File: src/rtl/gray_area_package.sv
// Shared definitions for the serial link: Hamming/SECDED sizing and the
// receive-side state encoding, used by both the transmit and receive ends.
package gray_area_package;

   typedef enum logic [1:0] {
      ST_IDLE   = 2'd0,
      ST_RECV   = 2'd1,
      ST_DECODE = 2'd2
   } des_state_t;

   // Number of Hamming check bits r, the smallest r with 2^r >= dw + r + 1
   function automatic int hamming_r(input int dw);
      int r;
      r = 1;
      while ((1 << r) < dw + r + 1) r++;
      return r;
   endfunction

   // Hamming check bits plus one overall-parity bit (SECDED)
   function automatic int code_bits(input int dw);
      return hamming_r(dw) + 1;
   endfunction

   function automatic int line_width(input int dw, input int has_ecc);
      return (has_ecc != 0) ? dw + code_bits(dw) : dw;
   endfunction

endpackage

File: src/rtl/hamming_decode.sv
// Combinational SECDED decoder: corrects any single-bit error and flags
// double-bit errors. parity[r] is the overall parity, parity[i] covers position 2^i.
module hamming_decode
   import gray_area_package::*;
#(
   parameter int DATA_WIDTH = 8
)(
   input  logic [DATA_WIDTH-1:0]            data,
   input  logic [code_bits(DATA_WIDTH)-1:0] parity,
   output logic [DATA_WIDTH-1:0]            fixed_data,
   output logic                             corrected,
   output logic                             uncorrectable
);

   localparam int R = hamming_r(DATA_WIDTH);
   localparam int N = DATA_WIDTH + R;

   logic [N:1]   code;
   logic [R-1:0] syndrome;
   logic         overall;
   logic         single;

   // Check bits sit at power-of-two positions, data fills the rest in ascending order
   for (genvar p = 1; p <= N; p++) begin : g_map
      if ((p & (p - 1)) == 0) begin : g_par
         assign code[p] = parity[$clog2(p)];
      end else begin : g_dat
         assign code[p] = data[p - $clog2(p + 1) - 1];
         assign fixed_data[p - $clog2(p + 1) - 1] =
            code[p] ^ (single && (syndrome == R'(p)));
      end
   end

   always_comb begin
      syndrome = '0;
      for (int p = 1; p <= N; p++) begin
         if (code[p]) syndrome = syndrome ^ R'(p);
      end
      overall = (^code) ^ parity[R];
   end

   // Odd overall parity means one flipped bit; syndrome 0 then points at the overall bit itself
   always_comb begin
      single        = overall && (int'(syndrome) <= N);
      corrected     = single;
      uncorrectable = (!overall && (syndrome != '0)) || (overall && (int'(syndrome) > N));
   end

endmodule

File: src/rtl/deserializer.sv
// Serial-to-parallel receiver, MSB first, with start framing and optional
// SECDED decoding of trailing parity bits.
module deserializer
   import gray_area_package::*;
#(
   parameter int DATA_WIDTH = 8,
   parameter int HAS_ECC    = 0
)(
   input  logic                  clk_i,
   input  logic                  rst_n_i,
   input  logic                  serial_in_i,
   input  logic                  enable_i,
   input  logic                  start_i,
   output logic [DATA_WIDTH-1:0] parallel_out_o,
   output logic                  valid_out_o,
   output logic                  ecc_corrected_o,
   output logic                  ecc_uncorrectable_o,
   output logic                  framing_error_o
);

   localparam int W  = line_width(DATA_WIDTH, HAS_ECC);
   localparam int CW = $clog2(W) + 1;
   localparam int CB = code_bits(DATA_WIDTH);

   des_state_t      state, state_nxt;
   logic [CW-1:0]   count, count_nxt;
   logic [W-1:0]    shift, shift_nxt;
   logic            word_done;
   logic            abort;

   logic [DATA_WIDTH-1:0] dec_data;
   logic                  dec_corrected;
   logic                  dec_uncorrectable;

   always_ff @(posedge clk_i or negedge rst_n_i) begin
      if (!rst_n_i) begin
         state <= ST_IDLE;
         count <= '0;
         shift <= '0;
      end else begin
         state <= state_nxt;
         count <= count_nxt;
         shift <= shift_nxt;
      end
   end

   always_comb begin
      state_nxt = state;
      count_nxt = count;
      shift_nxt = shift;
      word_done = 1'b0;
      abort     = 1'b0;
      unique case (state)
         ST_IDLE, ST_DECODE: begin
            // DECODE only reads the old word, so a new start here loses no bit
            if (enable_i && start_i) begin
               state_nxt          = ST_RECV;
               count_nxt          = CW'(1);
               shift_nxt          = '0;
               shift_nxt[W-1]     = serial_in_i;
            end else if (state == ST_DECODE) begin
               state_nxt = ST_IDLE;
            end
         end
         ST_RECV: begin
            if (enable_i && start_i) begin
               abort          = 1'b1;
               count_nxt      = CW'(1);
               shift_nxt      = '0;
               shift_nxt[W-1] = serial_in_i;
            end else if (enable_i) begin
               shift_nxt[(W - 1) - int'(count)] = serial_in_i;
               count_nxt = count + CW'(1);
               if (count == CW'(W - 1)) begin
                  word_done = 1'b1;
                  state_nxt = (HAS_ECC != 0) ? ST_DECODE : ST_IDLE;
               end
            end
         end
         default: state_nxt = ST_IDLE;
      endcase
   end

   if (HAS_ECC != 0) begin : g_ecc
      hamming_decode #(.DATA_WIDTH(DATA_WIDTH)) u_decode (
         .data          (shift[W-1 -: DATA_WIDTH]),
         .parity        (shift[CB-1:0]),
         .fixed_data    (dec_data),
         .corrected     (dec_corrected),
         .uncorrectable (dec_uncorrectable)
      );
   end else begin : g_no_ecc
      assign dec_data          = '0;
      assign dec_corrected     = 1'b0;
      assign dec_uncorrectable = 1'b0;
   end

   always_ff @(posedge clk_i or negedge rst_n_i) begin
      if (!rst_n_i) begin
         parallel_out_o      <= '0;
         valid_out_o         <= 1'b0;
         ecc_corrected_o     <= 1'b0;
         ecc_uncorrectable_o <= 1'b0;
         framing_error_o     <= 1'b0;
      end else begin
         valid_out_o         <= 1'b0;
         ecc_corrected_o     <= 1'b0;
         ecc_uncorrectable_o <= 1'b0;
         framing_error_o     <= abort;
         if ((HAS_ECC == 0) && word_done) begin
            valid_out_o    <= 1'b1;
            parallel_out_o <= shift_nxt[W-1 -: DATA_WIDTH];
         end
         if ((HAS_ECC != 0) && (state == ST_DECODE)) begin
            valid_out_o         <= 1'b1;
            parallel_out_o      <= dec_data;
            ecc_corrected_o     <= dec_corrected;
            ecc_uncorrectable_o <= dec_uncorrectable;
         end
      end
   end

endmodule

File: config.mk
export PLATFORM = sky130hd
export DESIGN_NAME = deserializer
export DESIGN_NICKNAME = d
export VERILOG_FILES = /design/src/rtl/gray_area_package.sv /design/src/rtl/hamming_decode.sv /design/src/rtl/deserializer.sv
export SDC_FILE = /design/constraint.sdc
export NUM_CORES = 1
export LEC_CHECK = 0
export CORE_ASPECT_RATIO = 1.2
export CORE_MARGIN = 2
export CORE_UTILIZATION = 55
export CTS_CLUSTER_DIAMETER = 200
export DETAILED_ROUTE_END_ITERATION = 8
export DONT_BUFFER_PORTS = 1
export PLACE_DENSITY_LB_ADDON = 0.12
export SLEW_MARGIN = 0
export SYNTH_ARGS = -nofsm -noshare
export SYNTH_HDL_FRONTEND = slang
export SYNTH_SLANG_ARGS = --single-unit
File: constraint.sdc
create_clock -name clk_i -period 2.7 [get_ports clk_i]
set_clock_uncertainty 0.15 [all_clocks]
set_input_delay 0.54 -clock clk_i [delete_from_list [all_inputs] [get_ports clk_i]]
set_output_delay 0.54 -clock clk_i [all_outputs]
set_load 0.005 [all_outputs]
---- Yosys cells after proc, flatten, opt, wreduce, memory -nomap -nowiden ----
Cells that the tools add are included.
word-level totals
  register bits after elaboration ......... 24
  input port bits ......................... 5
  word-level logic and storage cells ...... 50
cells by class
  $add $sub $neg .......................... 2
  $lt $le $gt $ge ......................... 2
  equality and inequality tests ........... 9
  mux-type cells .......................... 24
  reductions and logical operators ........ 7
operator list
  kind                                                                                 count
  8-bit 2-to-1 mux                                                                     3
  8-bit one-hot mux with 2 select lines                                                1
  4-bit 2-to-1 mux                                                                     3
  2-bit 2-to-1 mux                                                                     5
  8-bit bitwise mux                                                                    1
  1-bit 2-to-1 mux                                                                     8
  2-bit != test, second input constant                                                 4
  4-bit one-hot mux with 2 select lines                                                1
  3-bit != test, second input constant                                                 2
  5-bit by 1-bit greater-or-equal comparator with 1-bit output, second input constant  1
  5-bit < comparator, second input constant                                            1
  3-bit by 4-bit subtractor with 5-bit output, first input constant                    1
  4-bit by 1-bit adder with 4-bit output, second input constant                        1
  4-bit by 3-bit equality test with 1-bit output, second input constant                1
  2-bit one-hot mux with 2 select lines                                                1
  4-bit AND reduction                                                                  1
  1-bit demux with 3-bit select                                                        1
  3-bit AND reduction                                                                  1
  2-bit by 1-bit equality test with 1-bit output, second input constant                1
  2-bit equality test, second input constant                                           1
  1-bit logical AND                                                                    2
  2-bit logical NOT                                                                    1
  2-bit nonzero test                                                                   1
  2-bit OR reduction                                                                   1

---- Longest topological paths before layout ----
  word-level depth ........................ 9
  depth in mapped cells ................... 5
  gate-level depth less buffers ........... 4

---- Worst setup path after synthesis ----
OpenSTA, ideal clock, no wires.
  path type ............................... reg2reg
  start ................................... register count[0]
  end ..................................... register parallel_out_o[7]
  library setup time ...................... 0.120 ns
  arrival time ............................ 1.375 ns
  path slack .............................. 1.055 ns
  cell stages (with the launch flop) ...... 6
  cell sequence ........................... dfrtp_1 -> ha_1 -> and3b_1 -> and2_4 -> buf_6 -> a31o_1
between the ends
  elaborated cells between the ends (all ways) .. 15
  those cells by class .................... add/sub: 1; order compare: 2; eq/ne: 1; mux: 10; reduce/logical: 1
RTL lines
  what                                            line                 RTL
  from (decl)                                     deserializer.sv:26   logic [CW-1:0] count, count_nxt;
  from (signal assigned)                          deserializer.sv:42   count <= count_nxt;
  4-bit by 3-bit equality test with 1-bit output  deserializer.sv:74   if (count == CW'(W - 1)) begin
  1-bit 2-to-1 mux                                deserializer.sv:74
  1-bit 2-to-1 mux                                deserializer.sv:71   end else if (enable_i) begin
  1-bit 2-to-1 mux                                deserializer.sv:66   if (enable_i && start_i) begin
  1-bit 2-to-1 mux                                deserializer.sv:53   unique case (state)
  via word_done                                   deserializer.sv:28   logic word_done;
  to (signal assigned)                            deserializer.sv:112  parallel_out_o <= shift_nxt[W-1 -: DATA_WIDTH];
  to (signal assigned)                            deserializer.sv:116  parallel_out_o <= dec_data;
  to (decl)                                       deserializer.sv:14   output logic [DATA_WIDTH-1:0] parallel_out_o,
The timed path passes the listed nets, and every way through them passes these cells.
A chain may end at the register's enable or synchronous reset.

---- Worst setup path after layout ----
  start ................................... register count[1]
  end ..................................... register parallel_out_o[5]
between the ends
  word-level cells in the longest chain between the ends .. 9
  elaborated cells between the ends (all ways) .. 15
  those cells by class .................... add/sub: 1; order compare: 2; eq/ne: 1; mux: 10; reduce/logical: 1
RTL lines
  what                                                                                                                             line                RTL
  3-bit by 4-bit subtractor with 5-bit output                                                                                      deserializer.sv:72  shift_nxt[(W - 1) - int'(count)] = serial_in_i;
  5-bit by 1-bit greater-or-equal comparator with 1-bit output (implied by the code) / 5-bit < comparator (equally long branches)  deserializer.sv:72
  1-bit logical AND (implied by the code)                                                                                          deserializer.sv:72
  1-bit 2-to-1 mux (implied by the code)                                                                                           deserializer.sv:72
  1-bit demux with 3-bit select                                                                                                    deserializer.sv:72
  8-bit bitwise mux                                                                                                                deserializer.sv:72
  8-bit 2-to-1 mux                                                                                                                 deserializer.sv:71
  8-bit 2-to-1 mux                                                                                                                 deserializer.sv:66
  8-bit one-hot mux with 2 select lines                                                                                            deserializer.sv:53
Several ways; a longest one is shown, not always the timed one.

==> impl_metrics.yaml <==
run_status:
  run_status: "completed"
grt:
  grtUsageMet2: 0.290
  grtUsageTotal: 0.193
  grt_max_degree: 24
  antenna_found_initial: 0
  grt_util_met1: 0.274
  grt-ovfl-total: 0
  grt_pass1_wl_microns: 3300
  grt.busiest_layer: "met2"
  grt_util_met3: 0.0444
  first_global_vias: 732
detailed_routing:
  detail_route.wl_per_cell_microns: 16.1
  vias_per_cell: 6.46
  finalWirelength_microns: 1960
  drtPass1Iterations: 4
  ant_nets: 0
  drt_iter0_drc: 37
  drc: 0
  vias: 788
clock_network:
  cts_setup_buffers: 0
  ctsRootBufferMaster: "clkbuf_4"
  path_clk_slew_ns: 0.13
  clockBufferDepth: 2
  clock_sinks: 23
  cts_made_buffers: 3
  cts_max_level: 1
  cts_tree: "done"
  clk_latency_ns: 0.30
setup_path:
  crit_arrival_ns: 1.90
  r2r_start: "count[1]$_DFFE_PN0P_"
  crit_start: "count[1]$_DFFE_PN0P_"
  worstSetupPathType: "flip-flop to flip-flop"
  end_kind: "flip-flop"
  crit_fanout: 12
  crit_required_ns: 2.78
  critPathLaunchType: "flip-flop"
layout:
  final_net_count: 110
  final_cell_mix: "dfrtp_1, a21oi_1, o21ai_0, inv_1, nand3_1"
  area_growth_pct: 0.338
  drive_gt1_frac: 0.0680
  n_antenna_cell: 0
  final_common_cell: "dfrtp_1"
  post-route-util: 0.595
power_and_ir_drop:
  p_leak_nw: 0.480
  vdd_drop_max_mv: 0.504
  p_per_area_nw_per_um2: 896
synthesis:
  synth_area_sq_um: 1110
  ys_seq_area_frac: 0.519
  synth-seq-cells: 23
  synthCells: 106
  yosysWarnings: 0
  ys_types: 35
  syn_avg_cell_area_sq_um: 10.5
job:
  max_cap_violations: 0
sta:
  worst_pin_slew_ns: 0.979
  slew_viol_final: 0
  hold_ws_ns: 0.159
  relSlewSlack: 0.345
  setup_viol: 0
  rsz0062_at_grt: "false"
  fin_crit_sh: 0.671
  min_period_ns: 1.81
  hold_violations: 0
  fin_setup_tns_ns: 0
  clock.fmax_ghz: 0.552
min_path:
  hp-start: "start_i"
  hold_class: "input pin to flip-flop"
floorplanning:
  start_util: 0.593
  die-width_microns: 45.0
  coreArea_sq_um: 1870
  rows: 17
  die_h_microns: 53.2
  die-area_sq_um: 2390
  io_pins: 17
place:
  place_hpwl_microns: 1350
  routabilityCongestion: 0.818
  io_buffers: 0
final cells by class:
type | count | area, sq um
fill | 150 | 758
sequential | 23 | 576
multi-input combinational | 69 | 452
tap | 19 | 23.8
clock buffer | 3 | 22.5
inverter | 6 | 22.5
timing repair buffer | 1 | 10.0
clock inverter | 1 | 7.51
worst paths after layout:
path / to / slack, ns / cells after the start
setup / recovery: parallel_out_o[5]$_DFFE_PN0P_ / 0.89 / 4
hold / removal: count[1]$_DFFE_PN0P_ / 0.16 / 1
setup reg to reg: parallel_out_o[5]$_DFFE_PN0P_ / 0.89 / 4
max in group asynchronous: count[1]$_DFFE_PN0P_ / 1.13 / 1
hold reg to reg: parallel_out_o[7]$_DFFE_PN0P_ / 0.36 / 1
min in group asynchronous: valid_out_o$_DFF_PN0_ / 0.67 / 1
timing repair:
item | 4_1_cts | 5_1_grt
endpoints found under the hold margin | 23 | 0
hold buffers | 1 | 0
gates resized for setup | 0 | 0
cells in the mapped netlist:
cell type,instances,area [sq um]
buf_2,3,15.0
a31oi_1,4,25.0
clkbuf_1,1,3.75
a31o_1,1,8.76
a21o_1,1,7.51
and4bb_2,1,12.5
and2_1,1,6.26
and3_1,1,6.26
ha_1,1,12.5
and3b_1,3,26.3
inv_1,6,22.5
and4b_1,2,20.0
nand2b_1,2,12.5
o22a_1,1,8.76
nand4bb_1,1,11.3
nand4b_1,1,8.76
o22ai_1,3,18.8
conb_1,1,3.75
mux2i_1,3,30.0
and2_4,1,8.76
o21a_1,2,15.0
mux2_2,1,11.3
nor2b_1,1,6.26
a2bb2oi_1,1,8.76
o31ai_1,1,7.51
nand4_1,4,25.0
o21ai_0,6,30.0
a21boi_0,1,7.51
a21oi_1,13,65.1
buf_6,2,22.5
nand2_1,4,15.0
dfrtp_1,23,576
buf_4,3,22.5
nor2_1,1,3.75
nand3_1,5,25.0
state kept, by name (all words and copies together), names as in the netlist:
| register | cells |
|---|---|
| valid_out_o | 1 |
| framing_error_o | 1 |
| parallel_out_o | 8 |
| state | 1 |
| count | 4 |
| shift | 8 |
per-layer routing:
| layer | part of all wire | vias up | wire length (microns) |
|---|---|---|---|
| met5 | 0 | - | 0 |
| li1 | - | 377 | - |
| met1 | 0.46 | 369 | 895 |
| met4 | 0.0082 | 0 | 16 |
| met2 | 0.46 | 40 | 898 |
| met3 | 0.077 | 2 | 152 |
cell families (layout without fill, tap and decap cells):
group,after synthesis,in the layout,synth area share
AOI/OAI and AO/OA,34,34,0.183
and+or+nand+nor,28,28,0.169
DFF,23,23,0.519
buffers and inverters,15,11,0.0778
muxes,4,4,0.0372
adders and majority gates,1,1,0.0113
other,1,2,0.00338
power breakdown:
part	internal (W)	switching [W]
clock	0.0000563	0.000102
combinational	0.000132	0.000139
sequential	0.000447	0.000121
total	0.000635	0.000362
worst max-delay path, stage by stage, from the launching register on:
cell and delay, ns:
dfrtp_1 0.57, ha_1 0.28, and3b_1 0.29, and2_4 0.24
mux2i_1 0.21
per-stage QoR:
stage               instance area, sq um  power [W]  worst slack, ns  cells
global placement                    1070   0.000830             1.03    117
global route                        1110    0.00108            0.760    122
CTS                                 1110    0.00100            0.891    122
detailed placement                  1070   0.000836            0.919    117
floorplan                           1110   0.000792             1.06    107
finish                              1110   0.000998            0.888    122
Note: power is estimated with default switching activity, not from simulation.
